## src/rtl/display_pkg.sv

```systemverilog
// Shared types and default sizing for the BCD <-> binary display/keypad paths.
package display_pkg;

    localparam int NUM_DIGITS_DEF = 8;
    localparam int BIN_WIDTH_DEF  = 27;

    typedef logic [3:0] bcd_digit_t;

    typedef enum logic [1:0] {
        IDLE  = 2'd0,
        SHIFT = 2'd1,
        DONE  = 2'd2
    } b2b_state_t;

endpackage

```

## src/rtl/bcd_digit_correct.sv

```systemverilog
// Reverse double-dabble correction for one BCD nibble after a right shift.
module bcd_digit_correct
    import display_pkg::*;
(
    input  bcd_digit_t digit_in,
    output bcd_digit_t digit_out
);

    // A nibble >= 8 received a carried-in 10 worth of weight as 8; subtract 3 to restore BCD.
    always_comb begin
        digit_out = (digit_in >= 4'd8) ? (digit_in - 4'd3) : digit_in;
    end

endmodule

```

## src/rtl/bcd_to_binary_converter.sv

```systemverilog
// Sequential packed-BCD to unsigned binary converter, one result bit per clock.
//
// state | meaning
// IDLE  | waiting for start; captures bcd_in or flags an invalid digit
// SHIFT | shifting {bcd, bin} right with per-nibble correction, BIN_WIDTH clocks
// DONE  | one-cycle done pulse, result and err valid
module bcd_to_binary_converter
    import display_pkg::*;
#(
    parameter int NUM_DIGITS = NUM_DIGITS_DEF,
    parameter int BIN_WIDTH  = BIN_WIDTH_DEF
) (
    input  logic                    clk,
    input  logic                    rst_n,
    input  logic                    start,
    input  logic [NUM_DIGITS*4-1:0] bcd_in,
    output logic                    busy,
    output logic                    done,
    output logic                    err,
    output logic [BIN_WIDTH-1:0]    bin_out
);

    localparam int SR_W  = NUM_DIGITS*4 + BIN_WIDTH;
    localparam int CNT_W = $clog2(BIN_WIDTH);

    b2b_state_t       state_q;
    b2b_state_t       state_d;
    logic [SR_W-1:0]  sr_q;
    logic [SR_W-1:0]  sr_shift;
    logic [SR_W-1:0]  sr_n;
    logic [CNT_W-1:0] count_q;
    logic             digit_bad;
    logic             last_shift;

    always_comb begin
        digit_bad = 1'b0;
        for (int i = 0; i < NUM_DIGITS; i++) begin
            if (bcd_in[4*i +: 4] > 4'd9) begin
                digit_bad = 1'b1;
            end
        end
    end

    assign sr_shift   = sr_q >> 1;
    assign last_shift = (count_q == CNT_W'(BIN_WIDTH-1));

    // Binary field passes straight through; only the BCD nibbles need correction.
    assign sr_n[BIN_WIDTH-1:0] = sr_shift[BIN_WIDTH-1:0];

    for (genvar gi = 0; gi < NUM_DIGITS; gi++) begin : g_digit
        bcd_digit_correct u_correct (
            .digit_in  (sr_shift[BIN_WIDTH+4*gi +: 4]),
            .digit_out (sr_n[BIN_WIDTH+4*gi +: 4])
        );
    end

    always_ff @(posedge clk or negedge rst_n) begin
        if (!rst_n) begin
            state_q <= IDLE;
        end else begin
            state_q <= state_d;
        end
    end

    always_comb begin
        state_d = state_q;
        unique case (state_q)
            IDLE: begin
                if (start) begin
                    state_d = digit_bad ? DONE : SHIFT;
                end
            end
            SHIFT: begin
                if (last_shift) begin
                    state_d = DONE;
                end
            end
            DONE:    state_d = IDLE;
            default: state_d = IDLE;
        endcase
    end

    always_comb begin
        busy = (state_q == SHIFT);
        done = (state_q == DONE);
    end

    always_ff @(posedge clk or negedge rst_n) begin
        if (!rst_n) begin
            sr_q    <= '0;
            count_q <= '0;
            bin_out <= '0;
            err     <= 1'b0;
        end else begin
            unique case (state_q)
                IDLE: begin
                    if (start) begin
                        if (digit_bad) begin
                            err     <= 1'b1;
                            bin_out <= '0;
                        end else begin
                            sr_q    <= {bcd_in, {BIN_WIDTH{1'b0}}};
                            count_q <= '0;
                            err     <= 1'b0;
                        end
                    end
                end
                SHIFT: begin
                    sr_q    <= sr_n;
                    count_q <= count_q + CNT_W'(1);
                    if (last_shift) begin
                        bin_out <= sr_n[BIN_WIDTH-1:0];
                    end
                end
                default: begin
                end
            endcase
        end
    end

endmodule

```

## config.mk

```make
export PLATFORM = sky130hd
export DESIGN_NAME = bcd_to_binary_converter
export DESIGN_NICKNAME = d
export VERILOG_FILES = /design/src/rtl/display_pkg.sv /design/src/rtl/bcd_digit_correct.sv /design/src/rtl/bcd_to_binary_converter.sv
export SDC_FILE = /design/constraint.sdc
export NUM_CORES = 1
export LEC_CHECK = 0
export CORE_MARGIN = 2
export CORE_UTILIZATION = 50
export CTS_CLUSTER_SIZE = 28
export DETAILED_ROUTE_END_ITERATION = 10
export DONT_BUFFER_PORTS = 1
export GPL_TIMING_DRIVEN = 0
export MAX_ROUTING_LAYER = met4
export PLACE_DENSITY = 0.75
export SLEW_MARGIN = 15
export SYNTH_ARGS = -nofsm -noshare
export SYNTH_HDL_FRONTEND = slang
export SYNTH_SLANG_ARGS = --single-unit
```

## constraint.sdc

```tcl
create_clock -name clk -period 5.1 [get_ports clk]
set_input_delay 0.255 -clock clk [delete_from_list [all_inputs] [get_ports clk]]
set_output_delay 0.255 -clock clk [all_outputs]
set_load 0.1 [all_outputs]
```

==> flow_summary.ini, run 1 <==
[synthesis]
synthMuxAreaShare = 0.0203
synth_cell_types = 39
synth_top_family_by_area = compound AO/OA/AOI/OAI gates
ys_async_sr_fraction = 1.00
syn_inst = 403
syn_nets = 454
synth-edff-count = 0
ys.flop_type = dfrtp_1
ys_warn_count = 0
synth_simple_gate_area_frac = 0.0565
synth_compound_area_frac = 0.276
synth-seq-cells = 93
post_synth_xor_area_fraction = 0.0288
syn_area_sq_mm = 0.00456
syn_avg_cell_area_sq_um = 11.3
ys_seq_area_frac = 0.510
synth-adder-area-share = 0.0439

[die]
core_sq_mm = 0.00881
rows = 34
fp.dieW_um = 99.5
ios = 65
start_util = 0.518
dieArea_sq_mm = 0.00991
die-height_um = 99.5

[layout]
final_common_cell = dfrtp_1
syn_to_final_growth_pct = 8.28
layout_common_cells = 93 x dfrtp_1, 55 x a22o_1, 26 x inv_1
drive_gt1_frac = 0.105
final_nets = 467
antenna_cells = 0
layout.cells.non_filler = 529
fin_util = 0.561
fin_area_sq_mm = 0.00494

[critical_path]
critical_path_arrival_ps = 2170
critPathMaxFanout = 10
start_kind = flip-flop
reg2regPathDepth = 6
required_ps = 4850
end_kind = primary output
reg2reg_setup_slack_ps = 2950
worstReg2RegStart = state_q[1]
critPathKind = reg -> out
worstReg2RegEnd = sr_q[53]

[worst_hold_path]
hp-class = in -> reg
whs_endpoint = sr_q[55]
min_from = bcd_in[28]
holdPathStages = 2

[sta]
worst_clock_skew_ps = 19.1
period_share = 0.476
worst_slew_pin_slew_ps = 1090
clock.fmax_mhz = 412
setup_viol = 0
hold_violations = 0
finalMaxSlewViolations = 0
period_minus_slack_ps = 2430
worst_slack_ps = 2670
finalHoldWorstSlack_ps = 34.8
slew_headroom = 0.271
tns_ps = 0
rsz0062_at_grt = false

[detailed_routing]
wire_per_inst_um = 21.8
maxUsedRoutingLayer = met4
detail-route-antenna-nets = 0
wl_um = 11500
dr_wl_met3_um = 649
first_pass_iters = 4
vias = 3496
route.detailed.drc = 0
vias_per_cell = 6.61
wl_met1_um = 5240
wl_met2_um = 5270
drt-initial-drc-count = 270

[clocking]
tritoncts = done
cts_buffer_depth = 2
cts_made_buffers = 9
cts_root_buf = clkbuf_8
cts_htree_levels = 3
clock_sinks = 93
clk_latency_ps = 380
clk_pin_slew_ps = 110

[global_routing]
overflow = 0
grt_pass1_wl_um = 18800
grt_max_degree = 94
grt_util_all_layers = 0.251
antenna_found_initial = 0
grt_pass1_vias = 3539

[power_and_ir_drop]
finalPower_mw = 2.16
p_per_area_mw_per_mm2 = 437
vdd.ir_drop.worst_mv = 0.226
p_leak_nw = 2.25

[place]
port_buffers = 0
placed_cell_area_sq_mm = 0.00470
dp_cells = 511
gp_congestion = 0.970
hpwl_um = 7610
place_ws_ps = 2920

[job]
drv_cap = 0

[outcome]
run_status = finished clean
[flip-flops by register name, indices dropped and copies added, names as in the netlist]
signal   count
count_q      5
bin_out     27
state_q      2
err          1
sr_q        58
[final cells by class]
cell class              count  area, sq um
fillers                   717         3860
clock buffers               9          124
plain buffers              37          200
well taps                 108          135
flip-flops and latches     93         2330
clock inverters             7         77.6
multi-input cells         247         1940
repair buffers              2         37.5
inverters                  26         97.6
[cell families after synthesis]
group	count (synthesis)
mux	9
buf+inv	63
compound gates	158
flops	93
simple gates	49
xor+xnor	15
fa+ha+maj	16
[worst max-delay path by stage]
stage | slack, ps | end | cells past startpoint | startpoint
CTS | 2660 | busy | 5 | state_q[1]
global placement | 2290 | sr_q[53] | 6 | state_q[1]
detailed placement | 2920 | sr_q[53] | 6 | state_q[1]
floorplan | 2690 | sr_q[49] | 6 | state_q[1]
global route | 2520 | busy | 5 | state_q[1]
finish | 2670 | busy | 5 | state_q[1]
[cell usage after synthesis (3+ instances only)]
cell / n / area, sq um
buf_6: 5 / 56.3
clkbuf_1: 13 / 48.8
inv_1: 26 / 97.6
ha_1: 16 / 200
buf_1: 5 / 18.8
a22o_1: 55 / 482
a41oi_1: 15 / 131
nand4_1: 12 / 75.1
o21ai_1: 5 / 25.0
a31oi_1: 10 / 62.6
buf_2: 12 / 60.1
a21oi_1: 8 / 40.0
mux2i_1: 7 / 70.1
dfrtp_1: 93 / 2330
o21ai_0: 13 / 65.1
nor2_1: 23 / 86.3
xor2_1: 7 / 61.3
o31ai_1: 25 / 188
a22oi_1: 15 / 113
xnor2_1: 8 / 70.1
o221a_1: 7 / 78.8
nand2_1: 3 / 11.3
[where the power goes]
part | internal (mW) | switching, mW | total [mW] | leakage, nW
combinational | 0.293 | 0.291 | 0.583 | 0.941
sequential | 0.885 | 0.192 | 1.08 | 1.21
clock | 0.193 | 0.304 | 0.498 | 0.0979
[per-layer routing]
metal | vias up | track usage
li1 | 1562 | -
met2 | 128 | 0.356
met4 | 0 | 0.104
met5 | - | -
met1 | 1769 | 0.355
met3 | 37 | 0.0471
[worst max-delay path, stage by stage, from the launching register on]
cell,delay [ps]
dfrtp_1,470
inv_1,190
nand2_1,160
inv_1,130
buf_2,240
buf_2,600
[repair_timing]
item,in CTS,in global routing
gates resized for setup,0,0
buffers inserted,0,0
hold buffers,2,0
hold endpoints to repair,93,0
Note: power is estimated with default switching activity, not from simulation.
==> run 2, diff against run 1 <==
--- a/config.mk
+++ b/config.mk
@@ -12,7 +12,7 @@
 export DONT_BUFFER_PORTS = 1
 export GPL_TIMING_DRIVEN = 0
 export MAX_ROUTING_LAYER = met4
-export PLACE_DENSITY = 0.75
+export PLACE_DENSITY = 0.78
 export SLEW_MARGIN = 15
 export SYNTH_ARGS = -nofsm -noshare
 export SYNTH_HDL_FRONTEND = slang
==> constraint.sdc (replaced) <==
create_clock -name clk -period 2 [get_ports clk]
set_input_delay 0.1 -clock clk [delete_from_list [all_inputs] [get_ports clk]]
set_output_delay 0.1 -clock clk [all_outputs]
set_load 0.1 [all_outputs]
==> run 2 against run 1 <==
Effect of this change:
- the run now ends with negative hold slack left
- via count increased by 2.8%
- total power grew to 2.5 times the previous value
- die area is the same
- sequential power grew to 2.6 times the previous value
- clock skew fell by 6.0 ps
- largest power group unchanged
- critical endpoint unchanged
- sequential cell count stayed put
- largest cell class unchanged
- worst hold slack lost 620 ps
- highest routed layer unchanged
- first-iteration DRC count up 13%
- setup slack got worse by 2600 ps
==> flow_summary.ini, run 2 (synthesized netlist as in run 1, its figures left out) <==
[outcome]
run_status = finished, violations left
violations = negative hold slack

[critical_path]
reg2reg_setup_slack_ps = 150
required_ps = 1900
critPathKind = reg -> out
critical_path_arrival_ps = 1780
critPathMaxFanout = 10
end_kind = primary output
start_kind = flip-flop

[die]
core_sq_mm = 0.00881
die-height_um = 99.5
fp.dieW_um = 99.5
dieArea_sq_mm = 0.00991
ios = 65
start_util = 0.518
rows = 34

[clocking]
cts_htree_levels = 3
clk_latency_ps = 370
cts_setup_buffers = 0
cts_hold_buf = 25
clk_pin_slew_ps = 100
clock_sinks = 93
tritoncts = done
cts_root_buf = clkbuf_8
cts_buffer_depth = 2
cts_made_buffers = 9

[power_and_ir_drop]
finalPower_mw = 5.47
p_per_area_mw_per_mm2 = 1060
p_leak_nw = 2.35
vdd.ir_drop.worst_mv = 0.353

[detailed_routing]
route.detailed.drc = 0
first_pass_iters = 5
vias = 3594
wl_met2_um = 5240
dr_wl_met3_um = 811
drt-initial-drc-count = 306
vias_per_cell = 6.51
wl_um = 11600
wire_per_inst_um = 20.9
detail-route-antenna-nets = 0
wl_met1_um = 5150
maxUsedRoutingLayer = met4

[place]
port_buffers = 0
hpwl_um = 7560
place_ws_ps = -309
gp_congestion = 0.898

[sta]
clock.fmax_mhz = 531
worst_slack_ps = 115
period_share = 0.942
hold_violations = 93
tns_ps = 0
finalMaxSlewViolations = 0
period_minus_slack_ps = 1880
rsz0062_at_grt = false
slew_headroom = 0.379
finalHoldWorstSlack_ps = -581
worst_clock_skew_ps = 13.1
setup_viol = 0
worst_slew_pin_slew_ps = 931

[job]
drv_cap = 0

[worst_hold_path]
hp-class = in -> async

[global_routing]
grt_pass1_vias = 3527
overflow = 0
grt_pass1_wl_um = 18900
grt_util_all_layers = 0.253
grt_max_degree = 94
antenna_found_initial = 0

[layout]
regMostFlops = sr_q
final_common_cell = dfrtp_1
reg.largest.list = sr_q: 58 flops, bin_out: 27 flops, count_q: 5 flops
drive_gt1_frac = 0.104
fin_util = 0.586
syn_to_final_growth_pct = 13.1
antenna_cells = 0
layout_common_cells = 93 x dfrtp_1, 55 x a22o_1, 25 x inv_1, 25 x o31ai_1, 25 x dlygate4sd3_1
final_nets = 490
largest_reg_flops = 58
[run 2: cell types whose count changed in the layout (fill, tap and decap cells not counted), moves of 2 or more]
cell	change
clkbuf_2	+2
clkbuf_1	-2
clkinv_8	-2
dlygate4sd3_1	+24
[run 2: what timing repair did]
item / in CTS / in global routing
hold endpoints to repair: 119 / 93
gates resized for setup: 7 / 5
endpoints found under the setup margin: 11 / 19
cloned: 0 / 0
[run 2: worst paths after layout]
path / cells past startpoint / endpoint / from
max in group asynchronous: 0 / sr_q[31] / rst_n
hold reg to reg: 1 / sr_q[1] / sr_q[1]
setup reg to reg: 6 / sr_q[21] / state_q[1]
setup / recovery: 5 / busy / state_q[1]
hold / removal: 0 / sr_q[54] / rst_n
min in group clk: 2 / sr_q[57] / bcd_in[30]
[run 2: per-stage QoR]
step,instances,instance area [sq um]
6_report,552,5160
3_5_place_dp,511,4710
4_1_cts,552,5160
5_1_grt,552,5160
3_3_place_gp,511,4710
2_1_floorplan,403,4570
[run 2: power breakdown]
part | total (mW) | switching, mW | internal, mW
sequential | 2.76 | 0.503 | 2.26
clock | 1.22 | 0.733 | 0.483
combinational | 1.49 | 0.718 | 0.774
[run 2: final cells by class]
cell class / count / area (sq um)
clock buffers: 9 / 124
multi-input cells: 247 / 1950
well taps: 108 / 135
plain buffers: 37 / 218
fillers: 711 / 3640
repair buffers: 25 / 250
inverters: 26 / 97.6
flip-flops and latches: 93 / 2330
clock inverters: 7 / 62.6
[run 2: layer usage]
layer	up-vias	GRT usage
met5	-	-
met4	0	0.109
met3	26	0.0590
met2	147	0.355
met1	1815	0.352
li1	1606	-
[run 2: critical path, cell delays in order, from the launching register on]
cell	delay [ps]
dfrtp_1	480
inv_2	150
nand2_1	140
inv_1	130
buf_2	270
buf_12	240
==> run 3, diff against run 2 <==
--- a/config.mk
+++ b/config.mk
@@ -16,4 +16,5 @@
 export SLEW_MARGIN = 15
 export SYNTH_ARGS = -nofsm -noshare
 export SYNTH_HDL_FRONTEND = slang
+export SYNTH_HIERARCHICAL = 1
 export SYNTH_SLANG_ARGS = --single-unit
==> constraint.sdc (replaced) <==
create_clock -name clk -period 2 [get_ports clk]
set_input_delay 0 -clock clk [delete_from_list [all_inputs] [get_ports clk]]
set_output_delay 0 -clock clk [all_outputs]
set_load 0.1 [all_outputs]
==> run 3 against run 2 <==
Effect of this change:
- the flow still finishes with violations (negative hold slack)
- register-to-register slack improved by 30 ps
- critical path depth increased by 3
- final cell count increased by 2.4%
- setup slack improved by 65 ps
- count of clock-buffer cells in the layout unchanged
- non-clock buffer count decreased by 1
- via count decreased by 9.1%
- clock power about the same
- sequential cell count unchanged
- critical path type is now reg -> reg
==> flow_summary.ini, run 3 <==
[layout]
antenna_cells = 0
fin_area_sq_mm = 0.00516
reg.largest.list = sr_q: 58 flops, bin_out: 27 flops, count_q: 5 flops
largest_reg_flops = 58
syn_to_final_growth_pct = 15.8
final_nets = 505
layout_common_cells = 93 x dfrtp_1, 75 x a21oi_1, 53 x a22o_1
drive_gt1_frac = 0.0897
regMostFlops = sr_q
final_common_cell = dfrtp_1

[critical_path]
cpMaxStageDelayCell = dfrtp_1
start_kind = flip-flop
crit_start = count_q[0]
worstReg2RegStart = count_q[0]
crit_top_cell = buf_6
critical_path_arrival_ps = 2120
slowest_delay_ps = 420
critPathKind = reg -> reg
required_ps = 2300
path_cells = inv_1 > ha_1 > and4b_1 > nor2b_1 > buf_6 > a31oi_4 > buf_6 > a22o_1
end_kind = flip-flop
critPathMaxFanout = 10

[global_routing]
grt_pass1_wl_um = 16400
grt_max_degree = 94
antenna_found_initial = 0
grt_util_all_layers = 0.215
grt_pass1_vias = 3368
overflow = 0

[synthesis]
synth_top_area_share = 0.522
synth_common_cells = 93 x dfrtp_1, 75 x a21oi_1, 53 x a22o_1
syn_area_sq_mm = 0.00446
synth_cell_types = 31
synth_area_leader_cell = dfrtp_1
ys_async_sr_fraction = 1.00
ys.flop_type = dfrtp_1
ys_warn_count = 6
synthTopCellsByArea = dfrtp_1 52%, a22o_1 10%, a21oi_1 8.4%
syn_avg_cell_area_sq_um = 11.2
synth.most_common_cell = dfrtp_1
synth-seq-cells = 93
syn_inst = 400
ys_seq_area_frac = 0.522
synth-edff-count = 0

[die]
start_util = 0.514
core_sq_mm = 0.00868
fp.dieW_um = 98.5
rows = 34
die-height_um = 98.5
dieArea_sq_mm = 0.00969
ios = 65

[clocking]
cts_hold_buf = 33
clock_sinks = 93
clk_latency_ps = 370
tritoncts = done
clk_pin_slew_ps = 90
cts_buffer_depth = 2
cts_root_buf = clkbuf_8
cts_htree_levels = 3
cts_made_buffers = 9

[power_and_ir_drop]
p_per_area_mw_per_mm2 = 1200
power_frac_comb = 0.278
p_leak_nw = 2.63
internal_power_mw = 3.91
pwr-share-seq = 0.529
p_switching_mw = 2.27
finalPower_mw = 6.18
vdd.ir_drop.worst_mv = 0.786
sw_frac_of_total = 0.368
clock_power_share = 0.194

[place]
placed_cell_area_sq_mm = 0.00462
hpwl_um = 6250
place_ws_ps = 40.4
gp_congestion = 0.816
port_buffers = 0

[sta]
period_minus_slack_ps = 1820
finalMaxSlewViolations = 0
worst_slew_pin_slew_ps = 1090
worst_slack_ps = 180
rsz0062_at_grt = false
tns_ps = 0
worst_clock_skew_ps = 16.0
hold_violations = 93
finalHoldWorstSlack_ps = -681
slew_headroom = 0.272
clock.fmax_mhz = 549
setup_viol = 0
period_share = 0.910

[detailed_routing]
wire_per_inst_um = 16.9
drt-initial-drc-count = 140
vias = 3267
wl_um = 9580
first_pass_iters = 4
route.detailed.drc = 0
detail-route-antenna-nets = 0
vias_per_cell = 5.78

[worst_hold_path]
hp-class = in -> async

[outcome]
run_status = finished, violations left
violations = negative hold slack

[job]
drv_cap = 0
## run 3: worst max-delay path: cells and delay by family (launching register included)
family / cells / cell delay, ps
flip-flops: 1 / 420
AND/OR/NAND/NOR: 2 / 340
adder cells (fa/ha/maj): 1 / 190
AO/OA/AOI/OAI: 2 / 400
buffers and inverters: 3 / 400
## run 3: path summary, 6_finish.rpt
path                               to  cells after the start  slack [ps]
hold reg to reg               sr_q[1]                      1         520
hold / removal             bin_out[6]                      0        -680
max in group asynchronous  count_q[1]                      0        2550
min in group clk             sr_q[38]                      4          40
setup reg to reg           bin_out[4]                      8         180
setup / recovery           bin_out[4]                      8         180
## run 3: what timing repair did
item,in CTS,in global routing
resized for setup,2,3
endpoints found under the setup margin,1,12
hold endpoints to repair,136,93
buffers inserted,0,4
## run 3: cell type report
cell class,instances,area (sq um)
clock inverters,7,62.6
plain buffers,24,135
inverters,20,75.1
clock buffers,9,124
flip-flops and latches,93,2330
multi-input cells,267,1950
fillers,695,3510
well taps,108,135
repair buffers,37,360
## run 3: power by group through the flow
stage / sequential [mW] / clock (mW) / combinational, mW
floorplan: 3.08 / 0 / 1.39
global placement: 3.24 / 0 / 1.50
detailed placement: 3.27 / 0 / 1.61
CTS: 3.24 / 1.22 / 1.67
global route: 3.36 / 1.31 / 1.98
finish: 3.27 / 1.20 / 1.72
## run 3: cell families (layout without fill, tap and decap cells)
family,after synthesis,count (layout),synth area share
AO/OA/AOI/OAI,151,151,0.221
flip-flops,93,93,0.522
buffers and inverters,44,97,0.0460
AND/OR/NAND/NOR,43,43,0.0516
multiplexers,34,34,0.0766
adder cells (fa/ha/maj),18,18,0.0505
XOR/XNOR,16,16,0.0314
other,1,5,0.000841
## run 3: per-layer routing
metal	up-vias	global-route usage	part of all wire	wire length [um]
met5	-	-	0	0
met4	0	0.0664	0.017	166
met3	20	0.0652	0.058	558
met2	94	0.320	0.48	4590
met1	1624	0.285	0.45	4260
li1	1529	-	-	-
## run 3: metrics by stage
| step | std cells | utilization | hold WS [ps] |
|---|---|---|---|
| floorplan | 404 | - | -296 |
| global placement | 512 | 0.532 | -293 |
| detailed placement | 512 | 0.532 | -294 |
| CTS | 561 | 0.591 | -698 |
| global route | 565 | 0.595 | -715 |
| finish | 565 | 0.595 | -681 |
